File: src/rtl/m_varredura.sv
// Scan controller for the 4:1 mux stage: latches a word, steps the mux select
// through all four values, samples y back and flags any mismatch.
module m_varredura #(
  parameter int unsigned DWELL = 4
) (
  input  logic       clk,
  input  logic       rst_n,
  input  logic       start,
  input  logic [3:0] dado_in,
  input  logic       msb_first,
  input  logic       mux_y,
  output logic [3:0] mux_d,
  output logic [1:0] mux_s,
  output logic       busy,
  output logic       done,
  output logic [3:0] palavra_out,
  output logic       erro
);

  typedef enum logic [1:0] {IDLE, SCAN, DONE} state_t;

  localparam logic [7:0] DWELL_LAST = 8'(DWELL - 1);

  state_t     state_q, state_d;
  logic [3:0] mux_d_q, mux_d_d;
  logic [1:0] mux_s_q, mux_s_d;
  logic       desc_q, desc_d;
  logic [7:0] dwell_q, dwell_d;
  logic [2:0] bit_q, bit_d;
  logic [3:0] shadow_q, shadow_d;
  logic [3:0] palavra_q, palavra_d;
  logic       erro_q, erro_d;
  logic [3:0] sampled;

  // NOTE: every signal written here gets a default first, so no path leaves it
  // unassigned and no latch is inferred.
  always_comb begin
    state_d   = state_q;
    mux_d_d   = mux_d_q;
    mux_s_d   = mux_s_q;
    desc_d    = desc_q;
    dwell_d   = dwell_q;
    bit_d     = bit_q;
    shadow_d  = shadow_q;
    palavra_d = palavra_q;
    erro_d    = erro_q;
    sampled   = shadow_q;
    sampled[mux_s_q] = mux_y;

    case (state_q)
      IDLE: begin
        if (start) begin
          mux_d_d   = dado_in;
          desc_d    = msb_first;
          mux_s_d   = msb_first ? 2'd3 : 2'd0;
          dwell_d   = 8'd0;
          bit_d     = 3'd0;
          shadow_d  = 4'd0;
          palavra_d = 4'd0;
          erro_d    = 1'b0;
          state_d   = SCAN;
        end
      end
      SCAN: begin
        dwell_d = dwell_q + 8'd1;
        if (dwell_q == DWELL_LAST) begin
          // y is combinational from mux_d/mux_s, so it is valid in this cycle
          shadow_d = sampled;
          dwell_d  = 8'd0;
          bit_d    = bit_q + 3'd1;
          mux_s_d  = desc_q ? mux_s_q - 2'd1 : mux_s_q + 2'd1;
          if (bit_q == 3'd3) begin
            palavra_d = sampled;
            erro_d    = (sampled != mux_d_q);
            mux_s_d   = desc_q ? 2'd3 : 2'd0;
            state_d   = DONE;
          end
        end
      end
      DONE:    state_d = IDLE;
      default: state_d = IDLE;
    endcase
  end

  // NOTE: state registers use non-blocking assignments so every flop samples
  // the pre-edge values regardless of statement order.
  always_ff @(posedge clk) begin
    if (!rst_n) begin
      state_q   <= IDLE;
      mux_d_q   <= 4'd0;
      mux_s_q   <= 2'd0;
      desc_q    <= 1'b0;
      dwell_q   <= 8'd0;
      bit_q     <= 3'd0;
      shadow_q  <= 4'd0;
      palavra_q <= 4'd0;
      erro_q    <= 1'b0;
    end else begin
      state_q   <= state_d;
      mux_d_q   <= mux_d_d;
      mux_s_q   <= mux_s_d;
      desc_q    <= desc_d;
      dwell_q   <= dwell_d;
      bit_q     <= bit_d;
      shadow_q  <= shadow_d;
      palavra_q <= palavra_d;
      erro_q    <= erro_d;
    end
  end

  assign mux_d       = mux_d_q;
  assign mux_s       = mux_s_q;
  assign busy        = (state_q != IDLE);
  assign done        = (state_q == DONE);
  assign palavra_out = palavra_q;
  assign erro        = erro_q;

endmodule

File: config.mk
export PLATFORM = sky130hd
export DESIGN_NAME = m_varredura
export DESIGN_NICKNAME = d
export VERILOG_FILES = /design/src/rtl/m_varredura.sv
export SDC_FILE = /design/constraint.sdc
export NUM_CORES = 1
export LEC_CHECK = 0
export CAP_MARGIN = 40
export CORE_MARGIN = 8
export CORE_UTILIZATION = 48
export CTS_BUF_LIST = sky130_fd_sc_hd__clkbuf_4 sky130_fd_sc_hd__clkbuf_8 sky130_fd_sc_hd__clkbuf_16
export DETAILED_ROUTE_END_ITERATION = 12
export GPL_TIMING_DRIVEN = 0
export PLACE_DENSITY_LB_ADDON = 0.12
export SLEW_MARGIN = 25
export SYNTH_ARGS = -nofsm -noshare
export SYNTH_HDL_FRONTEND = slang
export SYNTH_SLANG_ARGS = --single-unit
File: constraint.sdc
create_clock -name clk -period 1.5 [get_ports clk]
set_input_delay 0.45 -clock clk [delete_from_list [all_inputs] [get_ports clk]]
set_output_delay 0.45 -clock clk [all_outputs]
set_load 0.1 [all_outputs]
### After elaboration in Yosys (flattened, before gate mapping)

Cells that the tools add are included.

| operators by class | value |
|---|---|
| add/sub/neg operators | 4 |
| magnitude comparators | 2 |
| equality and inequality tests | 8 |
| multiplexer cells | 30 |
| reductions and logical operators | 9 |

Operators with widths:

| kind | count |
|---|---|
| $mux W2 | 9 |
| $mux W4 | 4 |
| $mux W8 | 2 |
| $pmux W4 S2 | 2 |
| $pmux W8 S2 | 1 |
| $add A8 B1 Y8 const B | 1 |
| $eq A8 B2 Y1 const B | 1 |
| $pmux W2 S2 | 2 |
| $mux W3 | 2 |
| $ne A2 B2 Y1 const B | 3 |
| $pmux W3 S2 | 1 |
| $reduce_and A3 Y1 | 2 |
| $bwmux W4 | 1 |
| $mux W1 | 4 |
| $ne A4 B4 Y1 | 1 |
| $reduce_and A2 Y1 | 2 |
| $reduce_and A4 Y1 | 1 |
| $reduce_bool A2 Y1 | 2 |
| $add A3 B1 Y3 const B | 1 |
| $eq A3 B2 Y1 const B | 1 |
| $lt A2 B3 Y1 const B | 1 |
| $add A2 B1 Y2 const B | 1 |
| $demux W1 S2 | 1 |
| $eq A2 B1 Y1 const B | 1 |
| other kinds (6) | 6 |

| word-level totals | value |
|---|---|
| register bits after elaboration | 29 |
| bits of input ports | 9 |
| output and inout bits | 13 |
| logic and storage cells | 62 |

### Logic depth before layout (Yosys ltp)

Gate-level depths: netlist of run 1.

| depth | value |
|---|---|
| depth in word-level cells | 9 |
| mapped depth | 6 |
| mapped depth without buffers | 6 |

### Worst setup path after synthesis of run 1

Ideal clock, no wire load.

| timing path | value |
|---|---|
| path type | register to register |
| start point | reg mux_s_q[1] (netlist: mux_s[1]) |
| end point | reg erro_q (netlist: erro) |
| library setup time | 0.124 ns |
| arrival time | 2.231 ns |
| data required time | 1.376 ns |
| setup slack | -0.855 ns |
| cell stages (with the launch flop) | 5 |
| period minus slack after synthesis | 2.355 ns |
| cell sequence | dfxtp_1 -> buf_4 -> mux4_1 -> xor2_1 -> o311a_2 |

| between the ends | value |
|---|---|
| longest elaborated chain between the ends | 9 |
| elaborated cells on any way between the ends | 10 |
| those cells by class | order compare (2); eq/ne (1); mux (6); reduce/logical (1) |

Ends and longest elaborated chain:

| element | RTL line | RTL |
|---|---|---|
| from (decl) | 26 | `logic [1:0] mux_s_q, mux_s_d;` |
| from (signal assigned) | 101 | `mux_s_q <= mux_s_d;` |
| $lt A2 B3 Y1 (implied by the code) / $ge A2 B1 Y1 (equally long branches) | 48 | `sampled[mux_s_q] = mux_y;` |
| $logic_and A1 B1 Y1 (implied by the code) | 48 |  |
| $mux W1 (implied by the code) | 48 |  |
| $demux W1 S2 (*) | 48 |  |
| $bwmux W4 (*) | 48 |  |
| $ne A4 B4 Y1 (*) | 74 | `erro_d = (sampled != mux_d_q);` |
| $mux W1 (*) | 72 | `if (bit_q == 3'd3) begin` |
| $mux W1 (*) | 66 | `if (dwell_q == DWELL_LAST) begin` |
| $pmux W1 S2 (*) | 50 | `case (state_q)` |
| to (signal assigned) | 107 | `erro_q <= erro_d;` |
| to (decl) | 32 | `logic erro_q, erro_d;` |

Mark *: on every way between the ends. The rest lies on a longest branch, timed or not. The select of a mux whose other input is x is not followed.
A chain may end at the register's enable or synchronous reset.

### Worst setup path after layout of run 1

| timing path | value |
|---|---|
| start point | reg dwell_q[0] |
| end point | reg dwell_q[7] |

| between the ends | value |
|---|---|
| longest elaborated chain between the ends | 3 |
| elaborated cells on any way between the ends | 4 |
| those cells by class | add/sub (1); eq/ne (1); mux (2) |

Ends and longest elaborated chain:

| element | RTL line | RTL |
|---|---|---|
| from (decl) | 28 | `logic [7:0] dwell_q, dwell_d;` |
| from (signal assigned) | 103 | `dwell_q <= dwell_d;` |
| $add A8 B1 Y8 / $eq A8 B2 Y1 (equally long branches) | 65, 66 |  |
| $mux W8 (*) | 66 |  |
| $pmux W8 S2 (*) | 50 |  |

Mark *: on every way between the ends. The rest lies on a longest branch, timed or not.

==> results of run 1 <==
-- kinds of logic (layout without fill, tap and decap cells) --
group / after synthesis / count (layout) / share of synthesized area, %
xor+xnor: 6 / 6 / 3.47
compound gates: 38 / 38 / 18.5
simple gates: 67 / 67 / 25.5
flops: 29 / 29 / 38.4
mux: 11 / 11 / 8.35
fa+ha+maj: 3 / 3 / 2.48
buf+inv: 10 / 78 / 3.31
-- synthesized netlist by cell type (all sizes together) --
cell / n / area [µm²]
a21boi: 1 / 7.51
a21o: 3 / 25.0
a21oi: 9 / 45.0
a311oi: 2 / 17.5
a31o: 1 / 8.76
a41oi: 2 / 17.5
and2: 2 / 12.5
and3: 14 / 91.3
buf: 3 / 23.8
clkbuf: 4 / 15.0
clkinv: 1 / 3.75
dfxtp: 29 / 581
ha: 3 / 37.5
inv: 2 / 7.51
mux2i: 10 / 100
mux4: 1 / 26.3
nand2: 9 / 33.8
nand2b: 3 / 18.8
nand3: 7 / 40.0
nand3b: 1 / 7.51
nand4: 2 / 18.8
nor2: 17 / 63.8
nor2b: 4 / 25.0
nor3: 1 / 10.0
nor4b: 1 / 23.8
o211a: 1 / 10.0
o211ai: 3 / 22.5
o21a: 9 / 67.6
o21ai: 2 / 10.0
o221a: 2 / 22.5
o22ai: 1 / 6.26
o311a: 1 / 11.3
o32ai: 1 / 8.76
or2: 4 / 25.0
or3: 1 / 6.26
or3b: 1 / 8.76
xnor2: 1 / 8.76
xor2: 5 / 43.8
-- worst max-delay path, delay by kind of cell, from the launching register on --
family | cells | cell delay [ns]
AOI/OAI and AO/OA | 3 | 0.66
adders and majority gates | 1 | 0.16
buffers and inverters | 2 | 0.28
DFF | 1 | 0.35
and+or+nand+nor | 1 | 0.13
-- per-layer routing --
layer | part of all wire [%] | routed length [µm] | vias up
met2 | 54 | 2930 | 61
met3 | 5.4 | 295 | 22
met4 | 4.0 | 216 | 0
li1 | - | - | 727
met1 | 37 | 2030 | 790
met5 | 0 | 0 | -
-- repair_timing --
item,in CTS,in global routing
gates cloned,2,0
setup buffers,14,12
resized for setup,76,34
setup endpoints to repair,37,25
pin swaps,7,13
-- path summary, 6_finish.rpt --
check                                                  from  cells past startpoint                     endpoint  slack [ns]
worst max-delay path                dwell_q[0]$_SDFFE_PN0P_                      7      dwell_q[7]$_SDFFE_PN0P_       -0.17
worst min-delay path            palavra_out[1]$_SDFFE_PN0P_                      2  palavra_out[1]$_SDFFE_PN0P_        0.48
worst max register to register      dwell_q[0]$_SDFFE_PN0P_                      7      dwell_q[7]$_SDFFE_PN0P_       -0.17
worst min register to register  palavra_out[1]$_SDFFE_PN0P_                      2  palavra_out[1]$_SDFFE_PN0P_        0.48
-- stage by stage --
stage          hold WS [ns]  utilization [%]  instance area, µm²  setup TNS [ns]  cells
3_3_place_gp          0.459             60.5                1830          -16.53    229
4_1_cts               0.478             74.9                2270           -1.89    264
6_report              0.484             81.5                2470           -1.70    276
3_5_place_dp          0.466             67.0                2030          -11.60    242
2_1_floorplan         0.472                -                1570          -0.300    164
5_1_grt               0.515             81.5                2470           -3.05    276
-- sequential cells by signal, summed over array words and instances, names as in the netlist --
signal,count
palavra_out,4
dwell_q,8
desc_q,1
bit_q,3
mux_s,2
state_q,2
shadow_q,4
erro,1
mux_d,4
-- power breakdown --
part / internal [mW] / switching (mW) / total, mW
clock: 0.271 / 0.304 / 0.575
sequential: 0.786 / 0.0161 / 0.802
combinational: 0.189 / 0.247 / 0.436
total: 1.25 / 0.567 / 1.81
-- layout make-up --
class	count	area, µm²	share of cell area, %
well taps	44	55.1	2.23
plain buffers	7	62.6	2.54
multi-input cells	125	1030	41.8
clock buffers	7	65.1	2.64
repair buffers	60	623	25.3
flip-flops and latches	29	613	24.8
clock inverters	1	5.00	0.203
inverters	3	11.3	0.456
==> run summary, run 1 <==
Worst-path maximum fanout: 7
Ant. Diodes: 0
Clock Skews: 0.00888 ns
Syn Inst Count: 164
Seq cells post-synth: 29
Top Ports: 22
Slew @ Worst Pin: 0.592 ns
Vias in the first global route: 1587
Worst min path class: reg -> reg
Syn nets: 176
Detailed placement HPWL: 2860 µm
Ys Warns: 0
Post-Synthesis Cell Area: 1510 µm²
Max incr delay on CP: 0.35 ns
Fillers: 172
DRT antenna net count: 0
Starting DRT DRC Count: 182
Total power: 1.81 mW
Clk buf depth: 2
Total Nets Final: 243
Leading cell type in the layout, fill and taps excluded: buf_4
Post-placement worst setup slack: -0.636 ns
Normalized max-slew margin: 60.5%
Highest-count cells in the layout ignoring fill and taps: buf_4 (23), nor2_1 (14), dfxtp_2 (14), buf_12 (13)
Crit-path slowest cell: dfxtp_2
Critical Path End Type: flip-flop
Leakage: 1.10 nW
Rows: 20
Area Growth Syn to Fin: 63.1%
Initial antenna violation count: 0
GPL Wtd Cong: 0.819
GRT Resource Usage Total: 19.4%
Met2 usage: 35.0%
Final setup vio count: 22
Worst-Skew Late Latency: 0.35 ns
Status: finished, violations left
CTS root buffer: clkbuf_4
Slew Limit Fails: 0
CP startpoint kind: flip-flop
Clock tree sinks: 29
Num CTS Buffers: 5
Top Usage Layer GRT: met2
Tmin final: 1.67 ns
Vias per inst: 5.80
Final setup margin: -0.166 ns
Routed WL per cell: 19.8 µm
CP required: 1.76 ns
DRC viols: 0
Port Buffers: 21
Grt total ovfl: 0
Met1 usage: 19.1%
TritonRoute pass-1 iters: 7
Failing checks: negative setup slack
DIE HEIGHT: 72.1 µm
Die footprint: 5200 µm²
Period utilization: 111%
PD cells: 735 nW/µm²
Distinct cells, synth: 45
Die X: 72.1 µm
Met3 Use GR: 4.96%
Max Cap Viol: 0
Syn Area/Cell: 9.22 µm²
Final Hold Violating Endpoints: 0
Largest net degree at the start of global routing: 11
H-tree Lvls: 2
Hold-fix buffers, CTS: 0
Fmax achieved: 600 MHz
CTS clk-pin slew, worst paths: 0.09 ns
Initial Utilization: 50.0%
Data arrival time of the worst path: 1.92 ns
Layout cells sized above 1: 50.0%
CP Cell Sequence: ha_4 > nor4b_4 > buf_4 > buf_6 > a21oi_4 > a41oi_2 > a311oi_2
Post-Route WL: 5470 µm
CTS tree: done
Sequential fraction of the synthesis area: 38.4%
CP Class: reg -> reg
Core area: 3030 µm²
First-pass GRT wire length: 7690 µm
Via count: 1600
Worst IR Drop VDD: 513 µV
Unrepaired setup endpoints after global routing: true
No activity file was read; power rests on OpenSTA's default activity.
==> run 2, diff against run 1 <==
CORE_UTILIZATION = 53   (was 48)
clock period = 1.79 ns   (was 1.5 ns; I/O delays follow)
==> run 2 against run 1 <==
  * The flow now finishes without violations
  * Hold slack improved by 0.032 ns
  * Worst setup slack improved by 0.23 ns
  * Global-route usage decreased by 2.7 points
  * Sequential share of layout area increased by 2.5 points
  * Core utilization decreased by 2.4 points
  * Via count decreased by 10%
  * Maximum frequency decreased by 3.7%
  * Final area decreased by 12%
  * Sequential cell count unchanged
  * Non-clock buffer count decreased by 22
  * Cell count decreased by 13%
  * Critical endpoint unchanged
==> run summary, run 2 (synthesis gave the netlist of run 1 again) <==
Total Nets Final: 221 (was 243)
Fmax achieved: 578 MHz (was 600 MHz)
H-tree Lvls: 2 (unchanged)
R2r setup slk: 0.06 ns (was -0.17 ns)
Multi-input logic area: 935 µm² (was 1030 µm²)
Starting DRT DRC Count: 119 (was 182)
CP startpoint kind: flip-flop (unchanged)
Leading cell type in the layout, fill and taps excluded: dfxtp_1 (was buf_4)
DRC viols: 0 (unchanged)
Crit path from: dwell_q[1]$_SDFFE_PN0P_ (was dwell_q[0]$_SDFFE_PN0P_)
Via count: 1433 (was 1600)
Die footprint: 4820 µm² (was 5200 µm²)
WP buf/inv: 2 (unchanged)
Hold WS: 0.516 ns (was 0.484 ns)
Reg-to-Reg Start: dwell_q[1]$_SDFFE_PN0P_ (was dwell_q[0]$_SDFFE_PN0P_)
Initial antenna violation count: 0 (unchanged)
Slew @ Worst Pin: 0.537 ns (was 0.592 ns)
Final Hold Violating Endpoints: 0 (unchanged)
Status: completed (was finished, violations left)
CP Class: reg -> reg (unchanged)
Max Cap Viol: 0 (unchanged)
Crit-path slowest cell: dfxtp_2 (unchanged)
Core area: 2730 µm² (was 3030 µm²)
Grt total ovfl: 0 (unchanged)
Total power: 1.42 mW (was 1.81 mW)
Die X: 69.4 µm (was 72.1 µm)
Area Growth Syn to Fin: 43.0% (was 63.1%)
Clock tree sinks: 29 (unchanged)
Highest-count cells in the layout ignoring fill and taps: dfxtp_1 (20), nor2_1 (17), buf_4 (13), buf_12 (13), and3_1 (11) (was buf_4 (23), nor2_1 (14), dfxtp_2 (14), buf_12 (13))
DP Area: 1960 µm² (was 2030 µm²)
Top delay family on crit path: compound AO/OA/AOI/OAI gates (unchanged)
CP Cell Sequence: ha_2 > nor4b_4 > buf_4 > buf_4 > a21oi_4 > a41oi_2 > a311oi_2 (was ha_4 > nor4b_4 > buf_4 > buf_6 > a21oi_4 > a41oi_2 > a311oi_2)
Hold-fix buffers, CTS: 0 (unchanged)
End of the worst hold path: shadow_q[3]$_SDFFE_PN0P_ (was palavra_out[1]$_SDFFE_PN0P_)
Top Ports: 22 (unchanged)
Post-Route WL: 4130 µm (was 5470 µm)
DRT antenna net count: 0 (unchanged)
Final setup vio count: 0 (was 22)
Fin area: 2160 µm² (was 2470 µm²)
Largest net degree at the start of global routing: 11 (unchanged)
PD cells: 658 nW/µm² (was 735 nW/µm²)
Num CTS Buffers: 5 (unchanged)
Leakage: 0.982 nW (was 1.10 nW)
Hold path startpoint: shadow_q[3]$_SDFFE_PN0P_ (was palavra_out[1]$_SDFFE_PN0P_)
Clk buf depth: 2 (unchanged)
Max reg flops: 8 (unchanged)
Top reg by flops: dwell_q (unchanged)
Util after Layout: 79.1% (was 81.5%)
CTS tree: done (unchanged)
Post-Route Setup TNS: 0 ns (was -1.70 ns)
Worst-case reg-to-reg path depth: 7 (unchanged)
Rows: 19 (was 20)
GRT Resource Usage Total: 16.7% (was 19.4%)
Worst min path class: reg -> reg (unchanged)
Worst-path maximum fanout: 7 (unchanged)
Tmin final: 1.73 ns (was 1.67 ns)
Clock Skews: 0.0115 ns (was 0.00888 ns)
Data arrival time of the worst path: 1.97 ns (was 1.92 ns)
Period utilization: 96.7% (was 111%)
Max incr delay on CP: 0.34 ns (was 0.35 ns)
Ant. Diodes: 0 (unchanged)
Vias in the first global route: 1443 (was 1587)
DIE HEIGHT: 69.4 µm (was 72.1 µm)
Port Buffers: 21 (unchanged)
Worst-Skew Late Latency: 0.33 ns (was 0.35 ns)
CTS root buffer: clkbuf_4 (unchanged)
GPL Wtd Cong: 0.814 (was 0.819)
Worst hold stages: 2 (unchanged)
CTS clk-pin slew, worst paths: 0.09 ns (about the same)
Fillers: 187 (was 172)
Critical Path End Type: flip-flop (unchanged)
Worst IR Drop VDD: 673 µV (was 513 µV)
Detailed placement HPWL: 2710 µm (was 2860 µm)
Sequential Area: 592 µm² (was 613 µm²)
Initial Utilization: 55.3% (was 50.0%)
Normalized max-slew margin: 64.2% (was 60.5%)
Slew Limit Fails: 0 (unchanged)
Reg-to-reg critical path endpoint: dwell_q[7]$_SDFFE_PN0P_ (unchanged)
Vias per inst: 5.95 (was 5.80)
CP dominant cell by count: buf_4
CP required: 2.03 ns (was 1.76 ns)
First-pass GRT wire length: 6730 µm (was 7690 µm)
TritonRoute pass-1 iters: 4 (was 7)
Routed WL per cell: 17.1 µm (was 19.8 µm)
Layout cells sized above 1: 33.8% (was 50.0%)
## run 2: final cells by class
class / instances / share of cell area, %
Multi-Input combinational cell: 125 / 43.2
Sequential cell: 29 / 27.4
Timing Repair Buffer: 38 / 21.5
Buffer: 7 / 2.83
Clock buffer: 8 / 2.78
Tap cell: 31 / 1.79
Inverter: 3 / 0.521
## run 2: worst min-delay path, delay by kind of cell, from the launching register on
kind | cells | cell delay (ns)
flops | 1 | 0.35
compound gates | 1 | 0.07
simple gates | 1 | 0.06
## run 2: how the worst max path moves through the flow
stage                                    endpoint  slack [ns]  cells past startpoint
final                     dwell_q[7]$_SDFFE_PN0P_        0.06                      7
after global routing      dwell_q[7]$_SDFFE_PN0P_       -0.01                      7
after CTS                 dwell_q[7]$_SDFFE_PN0P_        -0.1                      5
after detailed placement    mux_s[0]$_SDFFE_PN0P_       -0.51                      5
after global placement      mux_s[0]$_SDFFE_PN0P_       -0.49                      5
after floorplan                 erro$_SDFFE_PN0P_       -0.23                      4
## run 2: metal layers
layer | share of wire (%) | vias to the layer above | GRT usage [%]
met1 | 43 | 692 | 18.8
met2 | 49 | 43 | 26.4
met4 | 1.6 | 0 | 9.57
met5 | 0 | - | 0
met3 | 6.3 | 7 | 6.29
li1 | - | 691 | -
## run 2: per-stage QoR
step	setup slack (ns)	std cells
finish	0.0594	241
global route	-0.0100	241
CTS	-0.0950	236
detailed placement	-0.509	229
global placement	-0.485	216
floorplan	-0.230	164
## run 2: power by group
part / internal, mW / switching (mW) / total [mW] / leakage, nW
Clock: 0.202 / 0.226 / 0.427 / 0.0368
Combinational: 0.135 / 0.178 / 0.313 / 0.706
Sequential: 0.662 / 0.0198 / 0.682 / 0.239
Total: 0.999 / 0.423 / 1.42 / 0.982
## run 2: repair_timing
| action | 4_1_cts | 5_1_grt |
|---|---|---|
| pin swaps | 2 | 3 |
| cloned | 0 | 1 |
| endpoints found under the hold margin | 0 | 0 |
| setup buffers | 9 | 5 |
| resized for setup | 29 | 10 |
| endpoints found under the setup margin | 30 | 20 |
==> run 3, diff against run 2 <==
ABC_CLOCK_PERIOD_IN_PS = 1790   (was unset)
RECOVER_POWER = 50   (was unset)
==> run 3 against run 2 <==
  * Global-route usage did not move
  * Largest power group unchanged
  * Combinational power shrank 4%
  * Critical path depth unchanged
  * Register-to-register slack barely moved
==> run summary, run 3 (synthesis gave the netlist of run 1 again) <==
Final Non-Filler Cells: 241 (unchanged)
CP dominant cell by count: buf_4 (unchanged)
Core area: 2730 µm² (unchanged)
Util after Layout: 78.0% (was 79.1%)
Period utilization: 96.7% (about the same)
Hold path startpoint: shadow_q[3]$_SDFFE_PN0P_ (unchanged)
Max reg flops: 8 (unchanged)
Critical Path End Type: flip-flop (unchanged)
First-pass GRT wire length: 6730 µm (unchanged)
Max incr delay on CP: 0.33 ns (was 0.34 ns)
Initial Utilization: 55.3% (unchanged)
Starting DRT DRC Count: 125 (was 119)
Top reg by flops: dwell_q (unchanged)
Data arrival time of the worst path: 1.97 ns (about the same)
Reg-to-reg critical path endpoint: dwell_q[7]$_SDFFE_PN0P_ (unchanged)
CTS tree: done (unchanged)
Worst-path maximum fanout: 7 (unchanged)
Normalized max-slew margin: 63.1% (was 64.2%)
Total Nets Final: 221 (unchanged)
Max Cap Viol: 0 (unchanged)
Die X: 69.4 µm (unchanged)
Worst IR Drop VDD: 673 µV (about the same)
Top Usage Layer GRT: met2 (unchanged)
Num CTS Buffers: 5 (unchanged)
Clock Skews: 0.0114 ns (was 0.0115 ns)
Vias per inst: 6.00 (was 5.95)
Crit-path slowest cell: dfxtp_2 (unchanged)
Area Growth Syn to Fin: 40.9% (was 43.0%)
WP depth: 7 (unchanged)
Grt total ovfl: 0 (unchanged)
Fmax achieved: 578 MHz (about the same)
Reg-to-Reg Start: dwell_q[0]$_SDFFE_PN0P_ (was dwell_q[1]$_SDFFE_PN0P_)
DRC viols: 0 (unchanged)
Top Ports: 22 (unchanged)
Layout cells sized above 1: 32.9% (was 33.8%)
Final Hold Violating Endpoints: 0 (unchanged)
Ant. Diodes: 0 (unchanged)
Vias in the first global route: 1443 (unchanged)
CP Cell Sequence: ha_2 > nor4b_4 > buf_4 > buf_4 > a21oi_4 > a41oi_2 > a311oi_2 (unchanged)
Total power: 1.41 mW (was 1.42 mW)
Port Buffers: 21 (unchanged)
Rows: 19 (unchanged)
CP required: 2.03 ns (about the same)
DRT antenna net count: 0 (unchanged)
End of the worst hold path: shadow_q[3]$_SDFFE_PN0P_ (unchanged)
CP Class: reg -> reg (unchanged)
DP Cell Count: 229 (unchanged)
H-tree Lvls: 2 (unchanged)
Top delay family on crit path: compound AO/OA/AOI/OAI gates (unchanged)
Tmin final: 1.73 ns (about the same)
Post-Route WL: 4140 µm (was 4130 µm)
Slew @ Worst Pin: 0.554 ns (was 0.537 ns)
Hold-fix buffers, CTS: 0 (unchanged)
Clock tree sinks: 29 (unchanged)
Routed WL per cell: 17.2 µm (was 17.1 µm)
Final setup margin: 0.0590 ns (was 0.0594 ns)
Met3 Use GR: 6.29% (unchanged)
Worst-case reg-to-reg path depth: 7 (unchanged)
CTS root buffer: clkbuf_4 (unchanged)
Final setup vio count: 0 (unchanged)
Sequential Area: 592 µm² (unchanged)
Status: completed (unchanged)
Worst min path class: reg -> reg (unchanged)
Slew Limit Fails: 0 (unchanged)
Clk buf depth: 2 (unchanged)
Initial antenna violation count: 0 (unchanged)
Leakage: 0.971 nW (was 0.982 nW)
Worst hold stages: 2 (unchanged)
WP buf/inv: 2 (unchanged)
TritonRoute pass-1 iters: 4 (unchanged)
Post-placement worst setup slack: -0.509 ns (unchanged)
Die footprint: 4820 µm² (unchanged)
Worst-Skew Late Latency: 0.33 ns (about the same)
Via count: 1445 (was 1433)
Multi-input logic area: 932 µm² (was 935 µm²)
CTS clk-pin slew, worst paths: 0.09 ns (about the same)
Detailed placement HPWL: 2710 µm (unchanged)
Met2 usage: 26.4% (unchanged)
GRT Resource Usage Total: 16.7% (unchanged)
Fillers: 193 (was 187)
GPL Wtd Cong: 0.814 (unchanged)
DIE HEIGHT: 69.4 µm (unchanged)
CP startpoint kind: flip-flop (unchanged)
Largest net degree at the start of global routing: 11 (unchanged)
Met1 usage: 18.8% (unchanged)
Crit path from: dwell_q[0]$_SDFFE_PN0P_ (was dwell_q[1]$_SDFFE_PN0P_)
R2r setup slk: 0.06 ns (about the same)
Leading cell type in the layout, fill and taps excluded: dfxtp_1 (unchanged)
Highest-count cells in the layout ignoring fill and taps: dfxtp_1 (20), nor2_1 (17), buf_4 (13), and3_1 (11), buf_12 (11) (was dfxtp_1 (20), nor2_1 (17), buf_4 (13), buf_12 (13), and3_1 (11))
PD cells: 660 nW/µm² (was 658 nW/µm²)
[run 3: cell type report]
class	instances	share of cell area [%]
plain buffers	7	2.82
clock buffers	8	2.82
inverters	3	0.528
multi-input cells	125	43.7
flip-flops and latches	29	27.8
well taps	31	1.82
repair buffers	38	20.5
[run 3: what timing repair did]
action,CTS,global route
hold endpoints to repair,0,0
pin swaps,2,3
gates cloned,0,1
endpoints found under the setup margin,30,20
resized for setup,29,10
setup buffers,9,5
[run 3: metrics by stage]
stage / hold WS [ns] / TNS, ns / cell area (µm²)
2_1_floorplan: 0.468 / -0.230 / 1520
3_3_place_gp: 0.456 / -9.97 / 1770
3_5_place_dp: 0.473 / -7.16 / 1960
4_1_cts: 0.508 / -0.317 / 2080
5_1_grt: 0.551 / -0.0132 / 2130
6_report: 0.516 / 0 / 2130
[run 3: routing by layer]
layer | wire, µm | vias up
met5 | 0 | -
met2 | 2030 | 47
met1 | 1770 | 699
li1 | - | 692
met4 | 68 | 0
met3 | 268 | 7
[run 3: tightest hold or removal path, delay by kind of cell (launching register included)]
| kind | cells | cell delay (ns) |
|---|---|---|
| flip-flops | 1 | 0.35 |
| AO/OA/AOI/OAI | 1 | 0.07 |
| AND/OR/NAND/NOR | 1 | 0.06 |
[run 3: power breakdown]
group / total, mW / internal [mW] / switching, mW
registers: 0.679 / 0.662 / 0.0175
logic: 0.301 / 0.123 / 0.178
clock network: 0.427 / 0.202 / 0.225
[run 3: how the worst max path moves through the flow]
stage                                          to
after floorplan                 erro$_SDFFE_PN0P_
after global placement      mux_s[0]$_SDFFE_PN0P_
after detailed placement    mux_s[0]$_SDFFE_PN0P_
after CTS                 dwell_q[7]$_SDFFE_PN0P_
after global routing      dwell_q[7]$_SDFFE_PN0P_
final                     dwell_q[7]$_SDFFE_PN0P_
